**config.mk**
```make
export PLATFORM = sky130hd
export DESIGN_NAME = fp_hazard_scoreboard
export DESIGN_NICKNAME = d
export VERILOG_FILES = /design/src/rtl/fp_hazard_scoreboard_pkg.sv /design/src/rtl/fp_hazard_scoreboard_fp_latency_tracker.sv /design/src/rtl/fp_hazard_scoreboard.sv
export SDC_FILE = /design/constraint.sdc
export NUM_CORES = 1
export LEC_CHECK = 0
export CORE_ASPECT_RATIO = 0.7
export CORE_UTILIZATION = 62
export DETAILED_ROUTE_END_ITERATION = 10
export DONT_BUFFER_PORTS = 1
export GPL_TIMING_DRIVEN = 0
export HOLD_SLACK_MARGIN = 0.06
export PLACE_DENSITY_LB_ADDON = 0.08
export SKIP_CTS_REPAIR_TIMING = 1
export SYNTH_ARGS = -nofsm -noshare
export SYNTH_HDL_FRONTEND = slang
export SYNTH_HIERARCHICAL = 1
export SYNTH_SLANG_ARGS = --single-unit
```
**constraint.sdc**
```tcl
create_clock -name clk -period 2.72 [get_ports clk]
set_input_delay 0.136 -clock clk [delete_from_list [all_inputs] [get_ports clk]]
set_output_delay 0.136 -clock clk [all_outputs]
set_load 0.01 [all_outputs]
```
**src/rtl/fp_hazard_scoreboard_pkg.sv**
```systemverilog
// fp_hazard_scoreboard_pkg: shared widths, FSM states, hazard cause encoding and source-match helper
package fp_hazard_scoreboard_pkg;
  localparam int REG_W = 5;
  localparam logic [REG_W-1:0] REG_ZERO = 5'd0;
  localparam int FP_LAT_DEF = 4;
  localparam int CNT_BITS = 4;
  typedef enum logic {IDLE, BUSY} fp_state_e;
  typedef enum logic [2:0] {HZ_NONE, HZ_LOAD_USE, HZ_FP_RAW, HZ_FP_WAW, HZ_FP_STRUCT} hazard_e;
  function automatic logic src_match(input logic uses_rs, input logic [REG_W-1:0] rs,
                                     input logic uses_rt, input logic [REG_W-1:0] rt,
                                     input logic [REG_W-1:0] r);
    return (r != REG_ZERO) && ((uses_rs && rs == r) || (uses_rt && rt == r));
  endfunction
endpackage

```
**src/rtl/fp_hazard_scoreboard_fp_latency_tracker.sv**
```systemverilog
// fp_latency_tracker: countdown for the single in-flight FP op, pulses done with its destination
module fp_latency_tracker
  import fp_hazard_scoreboard_pkg::*;
#(
  parameter int FP_LAT = FP_LAT_DEF
) (
  input  logic             clk,
  input  logic             reset,
  input  logic             issue,
  input  logic [REG_W-1:0] issue_rd,
  input  logic             issue_write,
  output logic             busy,
  output logic             done,
  output logic [REG_W-1:0] done_rd,
  output logic [REG_W-1:0] pend_rd
);
  fp_state_e state, state_n;
  logic [CNT_BITS-1:0] cnt, cnt_n;
  logic [REG_W-1:0] pend_rd_n;
  always_ff @(posedge clk) begin
    if (reset) begin
      state   <= IDLE;
      cnt     <= '0;
      pend_rd <= REG_ZERO;
    end else begin
      state   <= state_n;
      cnt     <= cnt_n;
      pend_rd <= pend_rd_n;
    end
  end
  always_comb begin
    state_n   = state;
    cnt_n     = cnt;
    pend_rd_n = pend_rd;
    if (state == IDLE) begin
      if (issue) begin
        state_n   = BUSY;
        cnt_n     = CNT_BITS'(FP_LAT - 1);
        pend_rd_n = issue_write ? issue_rd : REG_ZERO;
      end
    end else if (cnt == '0) state_n = IDLE;
    else cnt_n = cnt - 1'b1;
  end
  assign busy    = state == BUSY;
  assign done    = busy && cnt == '0 && !reset;
  assign done_rd = done ? pend_rd : REG_ZERO;
endmodule

```
**src/rtl/fp_hazard_scoreboard.sv**
```systemverilog
// fp_hazard_scoreboard: ID-stage interlock for load-use, FP RAW/WAW and FPU structural hazards
module fp_hazard_scoreboard
  import fp_hazard_scoreboard_pkg::*;
#(
  parameter int FP_LAT = FP_LAT_DEF,
  parameter int CNT_W  = 16
) (
  input  logic             clk,
  input  logic             reset,
  input  logic             id_valid,
  input  logic [4:0]       id_rs,
  input  logic [4:0]       id_rt,
  input  logic             id_uses_rs,
  input  logic             id_uses_rt,
  input  logic [4:0]       id_rd,
  input  logic             id_reg_write,
  input  logic             id_is_fp,
  input  logic             ex_mem_read,
  input  logic [4:0]       ex_rt,
  output logic             stall,
  output logic             fp_issue,
  output logic             fp_busy,
  output logic             fp_done,
  output logic [4:0]       fp_done_rd,
  output logic [CNT_W-1:0] stall_count
);
  logic [REG_W-1:0] pend_rd;
  logic load_use, raw, waw, structural;
  assign load_use   = ex_mem_read && src_match(id_uses_rs, id_rs, id_uses_rt, id_rt, ex_rt);
  assign raw        = fp_busy && src_match(id_uses_rs, id_rs, id_uses_rt, id_rt, pend_rd);
  assign waw        = fp_busy && id_reg_write && id_rd != REG_ZERO && id_rd == pend_rd;
  assign structural = fp_busy && id_is_fp;
  assign stall      = id_valid && !reset && (load_use || raw || waw || structural);
  assign fp_issue   = id_valid && id_is_fp && !stall;
  fp_latency_tracker #(.FP_LAT(FP_LAT)) u_tracker (
    .clk        (clk),
    .reset      (reset),
    .issue      (fp_issue),
    .issue_rd   (id_rd),
    .issue_write(id_reg_write),
    .busy       (fp_busy),
    .done       (fp_done),
    .done_rd    (fp_done_rd),
    .pend_rd    (pend_rd)
  );
  always_ff @(posedge clk) begin
    if (reset) stall_count <= '0;
    else if (stall && !(&stall_count)) stall_count <= stall_count + 1'b1;
  end
endmodule

```
# == Word-level counts from Yosys, hierarchy flattened ==
# Index checks and enable logic that the tools add are counted.
# totals
ff_bits,26
elab_cells,56
# op_classes
addsub,2
n_eq_ne,6
mux,8
bitwise_logic,1
n_reduce_logical,35
# op_table
op,count
$eq 5x5->1,5
$logic_and 1x1->1,19
$add 16x1->16 const B,1
$reduce_and 16->1,1
$reduce_bool 5->1,3
$mux 4,3
$mux 5,2
$logic_or 1x1->1,5
$logic_not 4->1,1
$reduce_and 2->1,2
$sub 4x1->4 const B,1
$logic_not 1->1,3
$mux 1,3
$ne 2x2->1 const B,1
$reduce_bool 2->1,1
$not 1->1,1

# == Logic depth before layout (Yosys ltp) ==
# logic_depth
ltp_word,13
ltp_mapped,12

# == By module ==
# The synthesis kept the hierarchy.
# by_module_without_submodules
module,instances,cells_per_inst,area_per_inst_um2,seq_area_each_um2
fp_hazard_scoreboard,1,148,1201.2,320.3
fp_latency_tracker,1,57,480.5,200.2

# == Worst setup path after synthesis ==
# OpenSTA, ideal clock, no wires.
# synth_path
path_kind,input to register
start,input ex_rt[1]
end,register u_tracker.cnt[1]
setup_ps,88
arrival_ps,2182
path_slack_ps,450
stages,9
path_buffers,3
path_cell_list,or4_1 o211ai_1 o221a_4 buf_6 clkbuf_1 and3_1 nand2b_1 clkbuf_1 a311oi_2
# synth_between
elab_chain_cells,13
elab_cells_between_ends,16
classes_between,2 x eq/ne; 14 x reduce/logical
# synth_lines
element,line_no,source
from (decl),fp_hazard_scoreboard.sv:19,"input logic [4:0] ex_rt,"
$eq 5x5->1,fp_hazard_scoreboard_pkg.sv:12,return (r != REG_ZERO) && ((uses_rs && rs == r) || (uses_rt && rt == r));
$logic_and 1x1->1,fp_hazard_scoreboard_pkg.sv:12,
$logic_or 1x1->1,fp_hazard_scoreboard_pkg.sv:12,
$logic_and 1x1->1 (*),fp_hazard_scoreboard_pkg.sv:12,
$logic_and 1x1->1 (*),fp_hazard_scoreboard.sv:29,"assign load_use = ex_mem_read && src_match(id_uses_rs, id_rs, id_uses_rt, id_rt, ex_rt);"
$logic_or 1x1->1 (*) (3 in a row),fp_hazard_scoreboard.sv:33,assign stall = id_valid && !reset && (load_use || raw || waw || structural);
$logic_and 1x1->1 (*),fp_hazard_scoreboard.sv:33,
$logic_not 1->1 (*),fp_hazard_scoreboard.sv:34,assign fp_issue = id_valid && id_is_fp && !stall;
$logic_and 1x1->1 (*),fp_hazard_scoreboard.sv:34,
net fp_issue,fp_hazard_scoreboard.sv:21,"output logic fp_issue,"
$reduce_bool 2->1 (no source line) (*),n/a,
$reduce_and 2->1 (no source line) (*),n/a,
to (signal assigned),fp_hazard_scoreboard_fp_latency_tracker.sv:27,cnt <= cnt_n;
to (decl),fp_hazard_scoreboard_fp_latency_tracker.sv:18,"logic [CNT_BITS-1:0] cnt, cnt_n;"
# Mark *: on every way through the listed nets, which the timed path passes. The rest lies on a longest branch.
# A chain may end at the register's enable or synchronous reset.

# == Final worst setup path ==
# layout_path
start,register u_tracker.pend_rd[1]
end,register u_tracker.pend_rd[2]
# layout_between
elab_chain_cells,12
elab_cells_between_ends,17
classes_between,3 x eq/ne; 14 x reduce/logical
# layout_lines
element,line_no,source
from (decl),fp_hazard_scoreboard_fp_latency_tracker.sv:15,output logic [REG_W-1:0] pend_rd
from (signal assigned),fp_hazard_scoreboard_fp_latency_tracker.sv:28,pend_rd <= pend_rd_n;
$eq 5x5->1,fp_hazard_scoreboard_pkg.sv:12,
$logic_and 1x1->1,fp_hazard_scoreboard_pkg.sv:12,
$logic_or 1x1->1,fp_hazard_scoreboard_pkg.sv:12,
$logic_and 1x1->1,fp_hazard_scoreboard_pkg.sv:12,
$logic_and 1x1->1,fp_hazard_scoreboard.sv:30,"assign raw = fp_busy && src_match(id_uses_rs, id_rs, id_uses_rt, id_rt, pend_rd);"
$logic_or 1x1->1,fp_hazard_scoreboard.sv:33,
$logic_or 1x1->1 (*) (2 in a row),fp_hazard_scoreboard.sv:33,
$logic_and 1x1->1 (*),fp_hazard_scoreboard.sv:33,
$logic_not 1->1 (*),fp_hazard_scoreboard.sv:34,
$logic_and 1x1->1 (*),fp_hazard_scoreboard.sv:34,
net fp_issue,fp_hazard_scoreboard.sv:21,
$reduce_and 2->1 (no source line) (*),n/a,
# Marked as above.

==> flow_summary.toml <==
[route]
vias_per_cell = 6.98
vias = 1732
wirelength_mm = 4.63
drcViolationCount = 0
postRouteAntennaNets = 0
drt_pass1_iterations = 5
drt_iter0_drc = 160
drt-wirelength-per-cell_um = 18.7

[run]
drv_cap = 0

[timing]
worst_pin_slew_ns = 0.706
fin_hold_ws_ns = 0.0923
maxSlewViolCount = 0
slew_headroom = 0.526
clock_skew_ns = 0.00788
period_share = 0.932
max_freq_mhz = 394
finalHoldViolCount = 0
fin_crit_ns = 2.54
setup_viol = 0
rsz0062_at_grt = "no"
setup_tns_ns = 0

[grt]
grt-busiest-layer = "met2"
overflow = 0
grt_max_degree = 15
gr-usage-met2 = 0.467
antenna_found_initial = 0
grt_pass1_wl_mm = 6.53
first_global_vias = 1444
gr-usage-met3 = 0.0825
grtUsageTotal = 0.293
grtUsageMet1 = 0.389

[synth]
ys_seq_area_frac = 0.310
ys.flop_type = "dfxtp_1"
yosys_warnings = 6
synth_top_area_share = 0.310
yosysUniqueCellTypes = 42
syn_avg_cell_area_um2 = 8.20
syn-num-nets = 235
synth_area_um2 = 1680
synthCells = 205
synth_edf_count = 0
synth_top_cell_by_area = "dfxtp_1"
async_flop_share = 0
ys_ff_latch = 26
synth.area.top_cells = "dfxtp_1 31%, a21oi_1 6.3%, xnor2_1 6.2%, xor2_1 6.2%, or4_1 5.4%"

[critical_path]
critical_path_class = "reg2reg"
cp-start-kind = "flip-flop"
cp.arrival_ns = 2.74
cp-end-kind = "flip-flop"
cp.required_ns = 2.92
crit_fanout = 10

[cts]
cts_tree = "yes"
htree_levels = 1
clkLatencyLatePin_ns = 0.28
root_buffer = "clkbuf_8"
cts_sinks = 26
clk_pin_slew_ns = 0.09
cts_made_buffers = 3
cts_buffer_depth = 2

[layout]
final_common_cell = "dfxtp_1"
final_cell_area_um2 = 1860
layout_common_cells = "25 x dfxtp_1, 21 x a21oi_1, 17 x nand2_1, 13 x nand3_1"
fillerInstances = 196
n_antenna_cell = 0
syn2layout_area_growth_pct = 10.4
drive_above_1_share = 0.103
final_nets = 245

[placed_design]
io_buffers = 0
gp_congestion = 0.805
hpwl_mm = 3.30
place_area_um2 = 1720

[floorplan]
die_h_um = 45.6
pin_count = 53
die_w_um = 64.2
die_area_um2 = 2930
rows = 15
start_util = 0.669
coreArea_um2 = 2510

[hold_path]
hold_class = "in2reg"

[power]
p_switching_uw = 186
p_seq_frac = 0.529
internal-power_uw = 568
vdd_ir_drop_max_mv = 0.338
design_power_total_uw = 754
power.density_nw_per_um2 = 406
pwr-share-comb = 0.134
power_switching_share = 0.247
p_clk_frac = 0.337
p_leak_nw = 0.639

[run_status]
outcome = "completed"
-- Yosys cell counts, types with 2 or more instances --
library cell  count
nand3_1          13
inv_1             6
and3_1            6
nand2_1          17
nor2_1            3
o311ai_0          4
ha_1              2
a31oi_1           2
o41ai_1           2
nor3_1            3
o21ai_0           4
a21oi_1          21
nor2b_1           4
or4_1            12
o31ai_1           9
dfxtp_1          26
nand4_1           6
buf_2             3
nand3b_1          2
nor4_1            5
xor2_1           12
and2_1            6
xnor2_1          12
clkbuf_1          7
-- worst max-delay path: stages, from the launching register on --
cell      delay (ns)
dfxtp_1         0.50
xnor2_1         0.13
nand4_1         0.08
o22ai_1         0.09
a21oi_1         0.19
o221a_4         0.25
buf_6           0.14
clkbuf_2        0.24
and3_2          0.29
nor2b_2         0.25
nand3_1         0.10
a21oi_1         0.19
-- sequential cells by signal, summed over array words and instances, names as in the netlist --
signal,flops
stall_count,16
u_tracker/busy,1
u_tracker/cnt,4
u_tracker/pend_rd,5
-- stage by stage --
| stage | setup slack (ns) | cells | util |
|---|---|---|---|
| global route | 0.0128 | 248 | 0.738 |
| floorplan | 0.450 | 205 | - |
| global placement | 0.0446 | 239 | 0.686 |
| CTS | -0.0299 | 243 | 0.707 |
| detailed placement | -0.00396 | 239 | 0.686 |
| finish | 0.184 | 248 | 0.738 |
-- area by class of cell --
class / instances / area, µm² / share of cell area
well taps: 34 / 42.5 / 0.0229
clock buffers: 4 / 55.1 / 0.0296
inverters: 6 / 22.5 / 0.0121
plain buffers: 9 / 46.3 / 0.0249
repair buffers: 7 / 70.1 / 0.0377
flip-flops and latches: 26 / 522 / 0.281
multi-input cells: 162 / 1100 / 0.592
-- power groups by stage --
| stage | sequential, mW | clock (mW) | combinational (mW) |
|---|---|---|---|
| 6_report | 0.399 | 0.254 | 0.101 |
| 2_1_floorplan | 0.404 | 0 | 0.0739 |
| 3_5_place_dp | 0.407 | 0 | 0.0879 |
| 3_3_place_gp | 0.407 | 0 | 0.0824 |
| 4_1_cts | 0.398 | 0.263 | 0.0886 |
| 5_1_grt | 0.400 | 0.268 | 0.109 |
-- logic make-up (layout without fill, tap and decap cells) --
| logic type | Yosys count | after routing | share of synthesized area |
|---|---|---|---|
| fa+ha+maj | 2 | 2 | 0.0149 |
| flops | 26 | 26 | 0.310 |
| xor+xnor | 24 | 24 | 0.125 |
| buf+inv | 17 | 26 | 0.0446 |
| mux | 1 | 1 | 0.00670 |
| simple gates | 85 | 85 | 0.296 |
| compound gates | 50 | 50 | 0.203 |
-- final timing paths --
kind | slack (ns) | to | cells after the start | start
worst max register to register | 0.18 | u_tracker/pend_rd[2]$_SDFFE_PP0P_ | 11 | u_tracker/pend_rd[1]$_SDFFE_PP0P_
worst min register to register | 0.53 | u_tracker/cnt[0]$_SDFFE_PP0P_ | 2 | u_tracker/cnt[0]$_SDFFE_PP0P_
worst min-delay path | 0.09 | stall_count[15]$_SDFFE_PP0P_ | 2 | reset
worst max-delay path | 0.18 | u_tracker/pend_rd[2]$_SDFFE_PP0P_ | 11 | u_tracker/pend_rd[1]$_SDFFE_PP0P_
-- layer usage --
layer  share of wire  wire length [µm]
met4           0.011                51
met5               0                 0
met1            0.40              1860
met3            0.11               512
met2            0.48              2210
No activity file was read; power rests on OpenSTA's default activity.
